===== config.mk =====
export PLATFORM = sky130hd
export DESIGN_NAME = pc_fetch_unit
export DESIGN_NICKNAME = d
export VERILOG_FILES = /design/src/rtl/pc_fetch_unit.sv
export SDC_FILE = /design/constraint.sdc
export NUM_CORES = 1
export LEC_CHECK = 0
export BUFFER_PORTS_ARGS = -buffer_cell sky130_fd_sc_hd__buf_2
export CAP_MARGIN = 0
export CORE_AREA = 2 2 103 105
export DETAILED_ROUTE_END_ITERATION = 10
export DIE_AREA = 0 0 105 107
export PLACE_DENSITY = 0.82
export SLEW_MARGIN = 20
export SYNTH_ARGS = -nofsm -noshare
export SYNTH_HDL_FRONTEND = slang
export SYNTH_SLANG_ARGS = --single-unit

===== constraint.sdc =====
create_clock -name clk -period 2.2 [get_ports clk]
set_clock_uncertainty 0.15 [all_clocks]
set_input_delay 0.11 -clock clk [delete_from_list [all_inputs] [get_ports clk]]
set_output_delay 0.11 -clock clk [all_outputs]
set_load 0.005 [all_outputs]

===== src/rtl/pc_fetch_unit.sv =====
// Program counter and instruction-fetch sequencer: issues fetches at pc, applies redirects,
// squashes wrong-path words. Optional exception vector support under `PC_EXC_VECTOR_EN.
module pc_fetch_unit #(
  parameter logic [31:0] RESET_PC   = 32'h0000_0000
`ifdef PC_EXC_VECTOR_EN
  ,
  parameter logic [31:0] EXC_VECTOR = 32'h0000_0080
`endif
) (
  input  logic        clk,
  input  logic        rst_n,
  output logic [31:0] pc,
  input  logic [31:0] pc_plus4,
  input  logic        jump_en,
  input  logic [31:0] jump_target,
  input  logic        branch_en,
  input  logic [31:0] branch_target,
  input  logic        stall,
  output logic        imem_req,
  input  logic        imem_ack,
  input  logic [31:0] imem_rdata,
`ifdef PC_EXC_VECTOR_EN
  input  logic        exc_req,
  output logic [31:0] epc,
`endif
  output logic [31:0] inst,
  output logic        inst_valid
);

  localparam logic [0:0] IDLE = 1'b0;
  localparam logic [0:0] REQ  = 1'b1;

  logic [0:0]  state_q, state_d;
  logic [31:0] pc_q, pc_d;
  logic [31:0] inst_q, inst_d;
  logic        inst_valid_q, inst_valid_d;
  logic        redirect_pending_q, redirect_pending_d;
  logic [31:0] pending_target_q, pending_target_d;

  logic        redirect_now;
  logic [31:0] redirect_target;
  logic [31:0] next_pc;

  // Low target bits are discarded by alignment.
  logic unused_target_bits;
  assign unused_target_bits = ^{jump_target[1:0], branch_target[1:0]};

`ifdef PC_EXC_VECTOR_EN
  logic [31:0] epc_q, epc_d;

  assign redirect_now = exc_req | jump_en | branch_en;
  always_comb begin
    if (exc_req)      redirect_target = {EXC_VECTOR[31:2], 2'b00};
    else if (jump_en) redirect_target = {jump_target[31:2], 2'b00};
    else              redirect_target = {branch_target[31:2], 2'b00};
  end
  assign epc_d = exc_req ? pc_q : epc_q;
  assign epc   = epc_q;

  always_ff @(posedge clk or negedge rst_n) begin
    if (!rst_n) epc_q <= 32'h0;
    else        epc_q <= epc_d;
  end
`else
  assign redirect_now    = jump_en | branch_en;
  assign redirect_target = jump_en ? {jump_target[31:2], 2'b00}
                                   : {branch_target[31:2], 2'b00};
`endif

  assign next_pc = redirect_now       ? redirect_target  :
                   redirect_pending_q ? pending_target_q : pc_plus4;

  always_comb begin
    state_d            = state_q;
    pc_d               = pc_q;
    inst_d             = inst_q;
    inst_valid_d       = 1'b0;
    redirect_pending_d = redirect_pending_q;
    pending_target_d   = pending_target_q;
    case (state_q)
      IDLE: begin
        // No fetch in flight, so a redirect simply moves the PC.
        if (redirect_now) pc_d = redirect_target;
        if (!stall)       state_d = REQ;
      end
      default: begin
        if (imem_ack) begin
          pc_d               = next_pc;
          inst_d             = imem_rdata;
          inst_valid_d       = !(redirect_now || redirect_pending_q);
          redirect_pending_d = 1'b0;
          state_d            = stall ? IDLE : REQ;
        end else if (redirect_now) begin
          redirect_pending_d = 1'b1;
          pending_target_d   = redirect_target;
        end
      end
    endcase
  end

  always_ff @(posedge clk or negedge rst_n) begin
    if (!rst_n) begin
      state_q            <= IDLE;
      pc_q               <= RESET_PC;
      inst_q             <= 32'h0;
      inst_valid_q       <= 1'b0;
      redirect_pending_q <= 1'b0;
      pending_target_q   <= 32'h0;
    end else begin
      state_q            <= state_d;
      pc_q               <= pc_d;
      inst_q             <= inst_d;
      inst_valid_q       <= inst_valid_d;
      redirect_pending_q <= redirect_pending_d;
      pending_target_q   <= pending_target_d;
    end
  end

  assign pc         = pc_q;
  assign imem_req   = (state_q == REQ);
  assign inst       = inst_q;
  assign inst_valid = inst_valid_q;

endmodule


Yosys cells after proc, flatten, opt, wreduce, memory -nomap -nowiden --
Index checks and enable logic that the tools add are counted.
Storage, ports and cells: register bits after elaboration 99, bits in latches 0, bits in writable memories 0, memory bits (read-only) 0, input bits 134, memories kept 0
Operators by class: add/sub/neg operators 0, multipliers 0, divide/modulo/power cells 0, magnitude comparators 0, equal/unequal tests 1, shift-type cells 0, multiplexer cells 13, bitwise operators 2, reduce and logical (&&, ||, !) cells 8
Operators with widths (count):
- $mux 32 | 6
- $mux 1 | 7
- $reduce_and 2->1 | 3
- $reduce_bool 2->1 | 2
- $reduce_and 3->1 | 1
- $ne 2x2->1 const B | 1
- $logic_not 1->1 | 1
- $logic_or 1x1->1 | 1
- $not 1->1 | 1
- $or 1x1->1 | 1

Depth between registers and ports, before layout --
Gate-level depths: netlist (run 1).
word-level depth 5, mapped depth 5, mapped depth without buffers 3

Least setup slack after synthesis (run 1) --
No wires, ideal clock.
kind reg2reg, from reg state_q (netlist: imem_req), to reg pc_q[28] (netlist: pc[28]), setup time 0.125 ns, arrival 1.377 ns, required time 1.925 ns, path slack 0.548 ns, cell stages (with the launch flop) 5, cells stage by stage dfrtp_1 -> buf_2 -> o31ai_1 -> buf_2 -> mux2_2
Between the ends: word-level cells in the longest chain between the ends 2, elaborated cells on any way between the ends 4
RTL lines:
- from (decl) | RTL line 33 | logic [0:0] state_q, state_d;
- from (signal assigned) | RTL line 110 | state_q <= state_d;
- $ne 2x2->1 (no source line) or $reduce_bool 2->1 (tied branches)
- $reduce_and 2->1 (no source line)
- to (signal assigned) | RTL line 111 | pc_q <= pc_d;
- to (decl) | RTL line 34 | logic [31:0] pc_q, pc_d;
Several ways; a longest one is shown, not always the timed one. A chain may end at the register's enable or synchronous reset.

Worst setup path in the final report (run 1) --
from reg redirect_pending_q, to reg pc_q[1] (netlist: pc[1])
Between the ends: word-level cells in the longest chain between the ends 4
RTL lines:
- from (decl) | RTL line 37 | logic redirect_pending_q, redirect_pending_d;
- from (signal assigned) | RTL line 114 | redirect_pending_q <= redirect_pending_d;
- $mux 32 | RTL line 71 | redirect_pending_q ? pending_target_q : pc_plus4;
- $mux 32 | RTL line 70 | assign next_pc = redirect_now ? redirect_target :
- $mux 32 | RTL line 87 | if (imem_ack) begin
- $mux 32 | RTL line 80 | case (state_q)
Every way passes these cells. The select of a mux whose other input is x is not followed.

==> results of run 1 <==
-- worst max-delay path, stage by stage, from the launching register on --
cell           delay [ns]
dfrtp_1              0.38
buf_4                0.21
nor3_1               0.30
nand3_1              0.12
dlygate4sd3_1        0.57
a31oi_1              0.19
-- worst max-delay path by stage --
stage                                      end  slack [ns]  depth (start not counted)
after floorplan                         pc[28]        0.55                          4
after global placement     pending_target_q[8]        0.39                          4
after detailed placement  pending_target_q[27]        0.36                          4
after CTS                                pc[1]        0.18                          5
after global routing                     pc[0]        0.05                          5
final                                    pc[1]        0.19                          5
-- state kept, by name, summed over array words and instances, names as in the netlist --
register / count
redirect_pending_q: 1
pending_target_q: 30
pc: 32
inst: 32
inst_valid: 1
imem_req: 1
-- power by group --
part,leakage (nW),switching (mW),internal [mW]
registers,1.15,0.158,2.08
logic,2.14,0.517,0.753
clock network,0.123,0.605,0.734
total,3.41,1.28,3.57
-- routing by layer --
metal	part of all wire	wire length (um)
met2	0.52	6810
met3	0.052	671
met1	0.40	5180
met4	0.025	323
met5	0	0
-- per-stage QoR --
stage | util | power (mW) | hold WS (ns)
6_report | 0.705 | 4.85 | 0.0169
5_1_grt | 0.705 | 5.11 | 0.0278
4_1_cts | 0.705 | 4.89 | 0.00797
3_5_place_dp | 0.583 | 3.37 | -0.101
3_3_place_gp | 0.583 | 3.31 | -0.102
2_1_floorplan | - | 2.87 | -0.336
-- cell families after synthesis --
family,Yosys count,share of synthesized area
mux,173,0.395
flops,97,0.515
buf+inv,45,0.0425
compound gates,24,0.0319
simple gates,13,0.0157
-- layout make-up --
class,instances,area share
multi-input combinational,210,0.296
sequential,97,0.341
inverter,21,0.0111
timing repair buffer,309,0.294
clock buffer,12,0.0232
clock inverter,4,0.0104
tap,136,0.0239
-- cells in the final DEF, fill, tap and decap left out --
master	netlist	routed
buf_2	16	194
nor2b_1	2	2
nand3_1	2	2
buf_4	3	15
nor3_1	1	1
buf_12	0	1
o31ai_1	10	9
mux2_2	104	104
inv_1	21	21
clkinv_2	0	1
o21ai_0	9	9
a21oi_1	2	2
a31oi_1	2	2
clkbuf_8	0	12
o31ai_4	0	1
bufinv_16	0	2
dlygate4sd3_1	0	99
mux2i_1	69	69
dfrtp_1	97	97
clkinv_4	0	1
nor2_2	0	1
nand2b_1	3	3
o21a_1	1	1
nor3b_4	0	1
nand2_1	2	2
nor2_1	2	1
-- what timing repair did --
action / 4_1_cts / 5_1_grt
hold buffers: 99 / 0
endpoints found under the hold margin: 162 / 0
setup endpoints to repair: 0 / 0
==> summary.txt, run 1 <==
Synth
  • Share of the synthesized area in the top cell type: 0.515
  • Post-synth top cells: mux2_2, dfrtp_1, mux2i_1
  • Dominant synthesized flop cell: dfrtp_1
  • Post-Syn Instances: 352
  • Mapped cell area: 4710 um^2
  • Post-synth EDFFs: 0
  • Dominant cells by area after synthesis: dfrtp_1, mux2_2, mux2i_1
  • Post-Synthesis Net Count: 486
  • FF+latch count, synth: 97
  • Count leader, synth: mux2_2
  • FFs w/ async S/R, synth: 1.00
  • Cell accounting for the most synthesized area: dfrtp_1
  • Sequential-to-total area share from yosys stat: 0.515
  • Synthesized area per cell: 13.4 um^2
  • Synthesis warning total: 0
  • Netlist cell types: 19

CTS
  • CTS tree: built
  • # clock sinks: 97
  • Clock transition at the registers of the reported paths: 0.09 ns
  • Clk_lat worst skew: 0.35 ns
  • Post-CTS Setup Bufs: 0
  • PostCTS Resize Cnt: 0
  • Root Driver: clkbuf_8
  • Longest Clk Path Bufs: 2
  • CTS Buf Count: 9
  • H-tree Lvls: 3

Timing
  • Tmin final: 2.01 ns
  • Max frequency: 0.498 GHz
  • Max_slew headroom: 0.721
  • Final slew viol count: 0
  • Tightest Pin Transition: 0.419 ns
  • Setup TNS: 0 ns
  • Endpoints failing hold: 0
  • Final setup vio count: 0
  • Fin worst setup slack: 0.192 ns
  • RSZ-0062 raised after global routing: false
  • Fin crit share: 0.913

Global route
  • Met3 usage: 0.0401
  • Number of global-route vias before repair: 4247
  • GRT Residual Overflow: 0
  • First-pass GRT wire length: 20600 um
  • Largest net degree at the start of global routing: 49
  • Met2 usage: 0.430
  • Initial antenna violation count: 0
  • Total GRT Usage: 0.234
  • Routing usage on met1: 0.271
  • Layer with the highest usage: met2

Min path
  • WHS Path Cells: 4
  • Hold Path Class: in -> reg
  • HP Start: pc_plus4[20]
  • WHS Endpoint: pc[20]

Pwr
  • Pwr dens: 682 nW/um^2
  • Worst vdd ir: 0.000433 V
  • P_leak: 3.41 nW

Die
  • CORE AREA: 10100 um^2
  • IO Pins: 200
  • Row cnt: 37
  • Vert. Die Dim: 107 um
  • DIE AREA: 11200 um^2
  • Die X: 105 um
  • Starting density of the core: 0.467

Critical path
  • CP Capture Type: flip-flop
  • Setup CP Type: reg -> reg
  • Capturing point of the worst reg2reg path: pc[1]
  • CP Data Arrival Time: 2.13 ns
  • WP data required: 2.32 ns
  • R2r startpoint: redirect_pending_q
  • Reg2reg setup slack: 0.19 ns
  • Worst-path maximum fanout: 15
  • Worst setup SP type: flip-flop
  • FF-to-FF path depth: 5
  • CP startpoint: redirect_pending_q

Drt
  • Via count: 3903
  • Drt wl/cell: 16.5 um
  • WL final: 13000 um
  • Initial DRT Pass Iterations: 4
  • Vias per cell: 4.95
  • Final ANT Viol Nets: 0
  • Drt initial violations: 123
  • DR DRC count: 0

Final layout
  • Fillers: 706
  • Area growth from synthesis to layout: 51.0%
  • Storage cell area: 2430 um^2
  • Area of the multi-input gates: 2110 um^2
  • ANT cells: 0
  • Nets@finish: 782
  • Non-Filler Instances: 789
  • Finished Cell Area: 7120 um^2
  • Share of cells above drive strength 1: 0.510

Placement
  • Worst slack, placed: 0.364 ns
  • Cell count after placement: 674
  • Port Buffers: 195
  • Placed cell areas: 5890 um^2
  • Detailed placement HPWL: 7790 um
  • Final GP Congestion: 0.719

Flow run
  • MaxCap Viol Count: 0

Status
  • Status: finished clean
Note: power is estimated with default switching activity, not from simulation.
==> run 2, diff against run 1 <==
==> constraint.sdc (replaced) <==
create_clock -name clk -period 2.2 [get_ports clk]
set_clock_uncertainty 0.15 [all_clocks]
set_input_delay 0.22 -clock clk [delete_from_list [all_inputs] [get_ports clk]]
set_output_delay 0.22 -clock clk [all_outputs]
set_load 0.005 [all_outputs]
==> run 2 against run 1 <==
  * Largest cell class unchanged
  * Flip-flop and latch count did not move
  * Routed wire length fell by 11%
  * Die area did not move
  * First-iteration DRC count fell by 20%
==> summary.txt, run 2 (synthesis results as in run 1) <==
Final layout
  • Share of cells above drive strength 1: 0.564 (+0.0545)
  • Core Util, Final: 0.639 (-0.0660)
  • Fillers: 825 (+17%)
  • Commonest non-fill, non-tap cell in the layout: buf_2
  • Nets@finish: 719 (-8.1%)
  • Area growth from synthesis to layout: 36.9%
  • ANT cells: 0 (unchanged)
  • Non-Filler Instances: 726 (-8.0%)
  • Most frequent cells in the layout: buf_2, mux2_2, dfrtp_1
  • Finished Cell Area: 6450 um^2 (-9.4%)

CTS
  • CTS tree: built
  • H-tree Lvls: 3 (unchanged)
  • Longest Clk Path Bufs: 2 (unchanged)
  • Root Driver: clkbuf_8
  • Clock transition at the registers of the reported paths: 0.10 ns (about the same)
  • # clock sinks: 97 (unchanged)
  • Clk_lat worst skew: 0.36 ns (about the same)
  • CTS Buf Count: 9 (unchanged)

Timing
  • Max_slew headroom: 0.691 (-0.0300)
  • Tightest Pin Transition: 0.464 ns (+0.0450 ns)
  • Final slew viol count: 0 (unchanged)
  • Fin crit share: 0.838 (-0.0750)
  • Final hold slack: 0.0343 ns (+0.0174 ns)
  • Setup TNS: 0 ns (unchanged)
  • Final setup vio count: 0 (unchanged)
  • Endpoints failing hold: 0 (unchanged)
  • Max frequency: 0.543 GHz (+9.0%)
  • RSZ-0062 raised after global routing: false
  • Tmin final: 1.84 ns (-0.165 ns)

Min path
  • HP Start: imem_ack
  • WHS Endpoint: pc[0]
  • WHS Path Cells: 3 (-1)
  • Hold Path Class: in -> reg

Drt
  • Drt wl/cell: 16.0 um (-2.9%)
  • Vias per cell: 5.02 (+1.5%)
  • DR DRC count: 0 (unchanged)
  • Final ANT Viol Nets: 0 (unchanged)
  • Via count: 3644 (-6.6%)
  • Initial DRT Pass Iterations: 4 (unchanged)
  • Drt initial violations: 98 (-20%)
  • WL final: 11600 um (-11%)

Global route
  • First-pass GRT wire length: 19000 um (-7.7%)
  • Number of global-route vias before repair: 3961 (-6.7%)
  • Largest net degree at the start of global routing: 49 (unchanged)
  • GRT Residual Overflow: 0 (unchanged)
  • Initial antenna violation count: 0 (unchanged)
  • Total GRT Usage: 0.213 (-0.0216)

Placement
  • Port Buffers: 195 (unchanged)
  • Detailed placement HPWL: 8030 um (+3.1%)
  • Placed cell areas: 5890 um^2 (unchanged)
  • Cell count after placement: 674 (unchanged)
  • Final GP Congestion: 0.740 (+2.9%)

Critical path
  • CP Data Arrival Time: 1.94 ns (-0.19 ns)
  • FF-to-FF path depth: 4 (-1)
  • WP data required: 2.29 ns (-0.03 ns)
  • Crit path largest cell delay: 0.56 ns (about the same)
  • Reg2reg setup slack: 0.36 ns (+0.17 ns)
  • Worst setup SP type: flip-flop
  • Worst-path maximum fanout: 21 (+6)
  • Slowest-stage cell, CP: dfrtp_1
  • Setup CP Type: reg -> reg
  • Critical path, cell by cell: nand2b_1, nor2_2, buf_4, mux2_2
  • CP Capture Type: flip-flop
  • R2r startpoint: imem_req
  • Capturing point of the worst reg2reg path: pending_target_q[17]

Pwr
  • P_leak: 3.12 nW (-8.5%)
  • Worst vdd ir: 0.000375 V (-13%)
  • Total internal power: 3.28 mW (-8.1%)
  • Pwr dens: 709 nW/um^2 (+4.1%)
  • Total net switching power: 1.29 mW (+1.1%)
  • Sequential Power Share: 0.488 (+0.026)
  • Clk pwr share: 0.262 (-0.014)
  • Sw frac: 0.283 (+0.0189)
  • Comb power frac: 0.250 (-0.012)

Die
  • Row cnt: 37 (unchanged)
  • IO Pins: 200 (unchanged)
  • Starting density of the core: 0.467 (unchanged)
  • Vert. Die Dim: 107 um (unchanged)
  • CORE AREA: 10100 um^2 (unchanged)
  • DIE AREA: 11200 um^2 (unchanged)
  • Die X: 105 um (unchanged)

Status
  • Status: finished clean

Flow run
  • MaxCap Viol Count: 0 (unchanged)
run 2: changes by cell type in the layout (fill, tap and decap cells not counted), sizes merged:
cell and change:
bufinv -1, clkbuf -3, clkinv -1, clkinvlp +4, dlygate4sd3 -63, inv +1
run 2: power by group through the flow:
stage          Clock, mW  Sequential (mW)  Combinational, mW
2_1_floorplan          0             2.26              0.608
3_3_place_gp           0             2.25               1.06
3_5_place_dp           0             2.27               1.10
4_1_cts             1.23             2.24               1.16
5_1_grt             1.29             2.27               1.27
6_report            1.20             2.24               1.14
run 2: through the flow:
stage	worst slack [ns]	total power, mW
floorplan	0.548	2.87
global placement	0.385	3.31
detailed placement	0.372	3.38
CTS	0.362	4.62
global route	0.236	4.83
finish	0.357	4.58
run 2: per-layer routing:
layer,up-vias,GRT usage,wire length [um]
met5,-,0,0
met4,0,0.0962,292
met3,28,0.0432,698
met2,140,0.382,6030
met1,1766,0.245,4580
li1,1710,-,-
run 2: layout make-up:
cell class	instances	area [um^2]	share of cell area
sequential	97	2430	0.376
tap	136	170	0.0264
timing repair buffer	246	1460	0.227
inverter	21	78.8	0.0122
clock inverter	7	80.1	0.0124
multi-input combinational	210	2110	0.327
clock buffer	9	124	0.0192
run 2: worst max path at each step:
stage	endpoint	slack [ns]	startpoint
global placement	pending_target_q[22]	0.38	imem_req
global route	pending_target_q[27]	0.24	imem_req
finish	pending_target_q[17]	0.36	imem_req
detailed placement	pending_target_q[16]	0.37	imem_req
floorplan	pc[28]	0.55	imem_req
CTS	pending_target_q[22]	0.36	imem_req
run 2: what timing repair did:
action / CTS / global route
hold buffers: 36 / 0
setup buffers: 0 / 0
endpoints found under the hold margin: 66 / 0
resized for setup: 0 / 0
run 2: critical path: cells and delay by family (launching register included):
family / cells / cell delay [ns]
flops: 1 / 0.56
mux: 1 / 0.38
buf+inv: 1 / 0.30
simple gates: 2 / 0.33
